===== src/rtl/maxpool_2x2.sv =====
// maxpool_2x2: streaming 2x2, stride-2 max-pooling stage for a raster-order
// pixel stream. Output width and height are the input dimensions halved
// (floor). One half-row buffer holds the pair maxima of each even row until
// the following odd row completes the window.
//
// Ports:
//   clk          rising-edge clock
//   rst          synchronous active-high reset
//   inValid      inputPixel accepted on this edge when high
//   inputPixel   input pixel, WORD_SIZE bits unsigned
//   outValid     one-cycle pulse, outputPixel carries a new pooled value
//   outputPixel  pooled pixel, holds while outValid is low
//   frameDone    one-cycle pulse after the last pixel of a frame is accepted
module maxpool_2x2 #(
  parameter int unsigned WORD_SIZE    = 8,
  parameter int unsigned ROW_SIZE     = 540,
  parameter int unsigned IMAGE_HEIGHT = 360
) (
  input  logic                 clk,
  input  logic                 rst,
  input  logic                 inValid,
  input  logic [WORD_SIZE-1:0] inputPixel,
  output logic                 outValid,
  output logic [WORD_SIZE-1:0] outputPixel,
  output logic                 frameDone
);

  localparam int unsigned COL_W     = (ROW_SIZE > 1) ? $clog2(ROW_SIZE) : 1;
  localparam int unsigned ROW_W     = (IMAGE_HEIGHT > 1) ? $clog2(IMAGE_HEIGHT) : 1;
  localparam int unsigned BUF_DEPTH = (ROW_SIZE / 2 > 0) ? ROW_SIZE / 2 : 1;
  localparam int unsigned BUF_AW    = (BUF_DEPTH > 1) ? $clog2(BUF_DEPTH) : 1;

  logic [COL_W-1:0]     col_q, col_d;
  logic [ROW_W-1:0]     row_q, row_d;
  logic [WORD_SIZE-1:0] h_q, h_d;
  logic                 out_valid_q, out_valid_d;
  logic [WORD_SIZE-1:0] out_pixel_q, out_pixel_d;
  logic                 frame_done_q, frame_done_d;

  // Pair maxima of the most recent even row, indexed by col>>1.
  logic [WORD_SIZE-1:0] row_buf_q [BUF_DEPTH];

  logic [BUF_AW-1:0]    buf_idx_c;
  logic [WORD_SIZE-1:0] buf_rdata_c;
  logic                 buf_we_c;
  logic [WORD_SIZE-1:0] pair_max_c;
  logic                 last_col_c;
  logic                 last_row_c;

  assign buf_idx_c   = BUF_AW'(col_q >> 1);
  assign buf_rdata_c = row_buf_q[buf_idx_c];
  assign pair_max_c  = (inputPixel > h_q) ? inputPixel : h_q;
  assign last_col_c  = (col_q == COL_W'(ROW_SIZE - 1));
  assign last_row_c  = (row_q == ROW_W'(IMAGE_HEIGHT - 1));

  // Next-state: pair/window reduction and raster counters, advanced only on accepted pixels.
  always_comb begin
    col_d        = col_q;
    row_d        = row_q;
    h_d          = h_q;
    out_valid_d  = 1'b0;
    out_pixel_d  = out_pixel_q;
    frame_done_d = 1'b0;
    buf_we_c     = 1'b0;

    if (inValid) begin
      // Even column opens a pair; odd column closes it. A trailing even
      // column of an odd-width row only lands in h and is overwritten later.
      if (!col_q[0]) begin
        h_d = inputPixel;
      end else if (!row_q[0]) begin
        buf_we_c = 1'b1;
      end else begin
        out_valid_d = 1'b1;
        out_pixel_d = (pair_max_c > buf_rdata_c) ? pair_max_c : buf_rdata_c;
      end

      if (last_col_c) begin
        col_d = '0;
        if (last_row_c) begin
          row_d        = '0;
          frame_done_d = 1'b1;
        end else begin
          row_d = row_q + ROW_W'(1);
        end
      end else begin
        col_d = col_q + COL_W'(1);
      end
    end
  end

  // State and output registers.
  always_ff @(posedge clk) begin
    if (rst) begin
      col_q        <= '0;
      row_q        <= '0;
      h_q          <= '0;
      out_valid_q  <= 1'b0;
      out_pixel_q  <= '0;
      frame_done_q <= 1'b0;
    end else begin
      col_q        <= col_d;
      row_q        <= row_d;
      h_q          <= h_d;
      out_valid_q  <= out_valid_d;
      out_pixel_q  <= out_pixel_d;
      frame_done_q <= frame_done_d;
    end
  end

  // Row buffer carries no reset: each entry is written on an even row before its odd-row read.
  always_ff @(posedge clk) begin
    if (buf_we_c && !rst) begin
      row_buf_q[buf_idx_c] <= pair_max_c;
    end
  end

  assign outValid    = out_valid_q;
  assign outputPixel = out_pixel_q;
  assign frameDone   = frame_done_q;

endmodule


===== config.mk =====
export PLATFORM = sky130hd
export DESIGN_NAME = maxpool_2x2
export DESIGN_NICKNAME = d
export VERILOG_FILES = /design/src/rtl/maxpool_2x2.sv
export SDC_FILE = /design/constraint.sdc
export NUM_CORES = 2
export LEC_CHECK = 0
export BUFFER_PORTS_ARGS = -buffer_cell sky130_fd_sc_hd__buf_2
export CORE_UTILIZATION = 42
export DETAILED_ROUTE_END_ITERATION = 7
export PLACE_DENSITY_LB_ADDON = 0.15
export SLEW_MARGIN = 30
export SYNTH_ARGS = -nofsm -noshare
export SYNTH_HDL_FRONTEND = slang
export SYNTH_SLANG_ARGS = --single-unit

===== constraint.sdc =====
create_clock -name clk -period 10.6 [get_ports clk]
set_clock_uncertainty 0.05 [all_clocks]
set_input_delay 2.12 -clock clk [delete_from_list [all_inputs] [get_ports clk]]
set_output_delay 2.12 -clock clk [all_outputs]
set_load 0.03 [all_outputs]

==> flow_summary.json <==
{
  "outcome": "complete, no violations",
  "synth_fa_ha_area_share_pct": 0.262,
  "ys_warn_count": 0,
  "hpwlAfterDp_um": 126000,
  "hold_start": "h_q[7]",
  "crit_arrival_ps": 7060,
  "holdWs_ps": 440,
  "start_util_pct": 42.4,
  "cts_buffers": 225,
  "rsz0062_at_grt": "false",
  "final_cell_mix": "edfxtp_1 (2160), mux4_2 (609), nor2_1 (231), clkbuf_16 (226)",
  "ant_nets": 0,
  "cp_slowest_cell": "dfxtp_4",
  "min_path_type": "reg2reg",
  "ios": 21,
  "finalCritPeriodShare_pct": 60.1,
  "vias_per_cell": 5.80,
  "setup_viol": 0,
  "wl_per_cell_um": 31.2,
  "core_mm2": 0.203,
  "synth-xor-area-share_pct": 0.153,
  "async_flop_share_pct": 0,
  "drt_iter0_drc": 4149,
  "synth_top_family_by_area": "multiplexers",
  "drive_above_1_share_pct": 27.7,
  "use_met2_pct": 33.7,
  "die_w_um": 455,
  "final_common_cell": "edfxtp_1",
  "route.vias.total": 39800,
  "maxSlewViolCount": 0,
  "die_h_um": 455,
  "synth_flop_cell": "edfxtp_1",
  "synth_edf_count": 2160,
  "area_growth_pct": 12.4,
  "yosys.area.top_type": "edfxtp_1",
  "synthesis.nets": 3926,
  "tns_ps": 0,
  "cts_setup_buffers": 0,
  "htreeDepth": 4,
  "yosys.area_share.simple_pct": 2.65,
  "gp_congestion": 0.823,
  "synth.top_cell.area_share_pct": 75.4,
  "cts-resized-gates": 0,
  "synth_mux_area_share_pct": 17.5,
  "syn-mean-instance-area_um2": 22.1,
  "grt_pass1_wl_um": 307000,
  "dieArea_mm2": 0.207,
  "grt_busiest_layer": "met2",
  "critPathMaxStageDelay_ps": 980,
  "powerDensity_mw_per_mm2": 190,
  "drv_cap": 0,
  "crit_fanout": 96,
  "syn-instance-count": 3897,
  "drc": 0,
  "hold_buffers": 0,
  "ys_ff_latch": 2206,
  "io_buffers": 20,
  "std_cell_rows": 165,
  "wl_um": 214000,
  "synth_compound_area_share_pct": 1.39,
  "clock_latency_ps": 880,
  "path_cells": "buf_12 -> buf_4 -> mux2i_1 -> or4_1 -> nand4_1 -> nand3b_1 -> nand4_1 -> nor4_1 -> a211oi_2 -> ha_1 -> nor2b_1 -> o21a_1 -> o21a_1 -> o21ai_0 -> a21oi_1 -> buf_4 -> or4_1 -> o32ai_1",
  "grt_pass1_vias": 40900,
  "p_leak_nw": 28.8,
  "cts.clk_slew.worst_paths_ps": 60,
  "slew_headroom_pct": 24.9,
  "min_delay_path_depth": 2,
  "r2r-end": "outputPixel[7]",
  "worstRegToRegCells": 18,
  "crit_path_end_kind": "register",
  "grtUsageTotal_pct": 20.9,
  "finalPower_mw": 18.4,
  "synth.area.top_cells": "edfxtp_1 (75%), mux4_2 (16%), nor2_1 (1.4%)",
  "peakVddDrop_uv": 170,
  "startpoint_type": "register",
  "yosysUniqueCellTypes": 62,
  "ys_seq_area_share_pct": 76.5,
  "max_freq_mhz": 157,
  "antenna_found_initial": 6,
  "dr.pass1.iters": 6,
  "nets": 4030,
  "grt_max_degree": 198,
  "clk_path_buf_depth": 3,
  "cts_tree": "done",
  "use_met3_pct": 3.46,
  "tightestPinTransition_ps": 1130,
  "hold_viol": 0,
  "period_needed_ps": 6370,
  "root_buffer": "clkbuf_16",
  "netlist_area_mm2": 0.0860,
  "worstPathRequired_ps": 11300,
  "setup.worst_path.class": "reg2reg",
  "r2r_setup_slack_ps": 4230,
  "cts_sinks": 2206,
  "worstHoldEndpoint": "h_q[7]",
  "gr-usage-met1_pct": 29.5,
  "gr-total-overflow": 0
}
==> metrics by stage <==
| stage | worst slack (ps) | std cells | util (%) | instance area (µm²) |
|---|---|---|---|---|
| 2_1_floorplan | 3160 | 3897 | - | 86000 |
| 3_3_place_gp | 3840 | 6444 | 43.9 | 89100 |
| 3_5_place_dp | 3880 | 6444 | 44.0 | 89300 |
| 4_1_cts | 4330 | 6857 | 47.6 | 96600 |
| 5_1_grt | 3980 | 6861 | 47.7 | 96700 |
| 6_report | 4230 | 6861 | 47.7 | 96700 |
==> how the worst max path moves through the flow <==
stage	cells after the start	to	slack, ps
3_5_place_dp	18	outputPixel[7]	3880
3_3_place_gp	17	outputPixel[6]	3840
2_1_floorplan	17	outputPixel[6]	3160
5_1_grt	18	outputPixel[0]	3980
4_1_cts	16	outputPixel[7]	4330
6_report	18	outputPixel[7]	4230
==> flip-flops by register name, indices dropped and copies added (netlist names), named ones only <==
signal	flops
frameDone	1
outputPixel	8
h_q	8
row_q	9
outValid	1
row_buf_q	2160
col_q	10
==> worst max-delay path: cells and delay by family, from the launching register on <==
| kind | cells | cell delay (ps) |
|---|---|---|
| simple gates | 7 | 2350 |
| flops | 1 | 980 |
| buf+inv | 3 | 1310 |
| mux | 1 | 140 |
| compound gates | 6 | 950 |
| fa+ha+maj | 1 | 360 |
==> Yosys cell counts, drive strengths merged, types with 3 or more instances <==
cell and count:
o21ai 18, nor2b 16, mux4 624, o22ai 43
nor3b 7, xnor2 3, o32ai 7, a2111oi 5
a21oi 27, nor2 325, clkbuf 83, ha 18
nor3 12, and3 6, nand2 103, a31oi 4
mux2 19, buf 141, nand4 18, nor4 3
and2 3, dfxtp 46, o221ai 4, inv 11
nand2b 5, o21a 9, edfxtp 2160, nand3b 3
a21o 4, mux2i 70, xor2 12, nand3 17
or3 6, a22oi 23, a211oi 24
==> metal layers <==
metal | share of wire [%] | wire, µm
met1 | 43 | 91900
met2 | 49 | 104000
met3 | 6.0 | 12800
met4 | 2.5 | 5250
met5 | 0.0061 | 13
==> cell families after synthesis <==
logic type | count (synthesis)
mux | 713
buf+inv | 236
fa+ha+maj | 18
xor+xnor | 15
simple gates | 534
compound gates | 175
flops | 2206
==> report_power, final <==
group,switching [mW],internal (mW)
clock network,3.39,4.46
logic,0.514,0.249
registers,0.0109,9.77
total,3.92,14.5
==> cell type report <==
type | count | area, µm²
Multi-Input combinational cell | 1455 | 19300
Antenna cell | 2 | 5.00
Clock inverter | 132 | 1390
Fill cell | 16500 | 106000
Timing Repair Buffer | 101 | 893
Clock buffer | 281 | 5890
Sequential cell | 2206 | 65800
Inverter | 12 | 50.0
Tap cell | 2672 | 3340
Note: power is estimated with default switching activity, not from simulation.
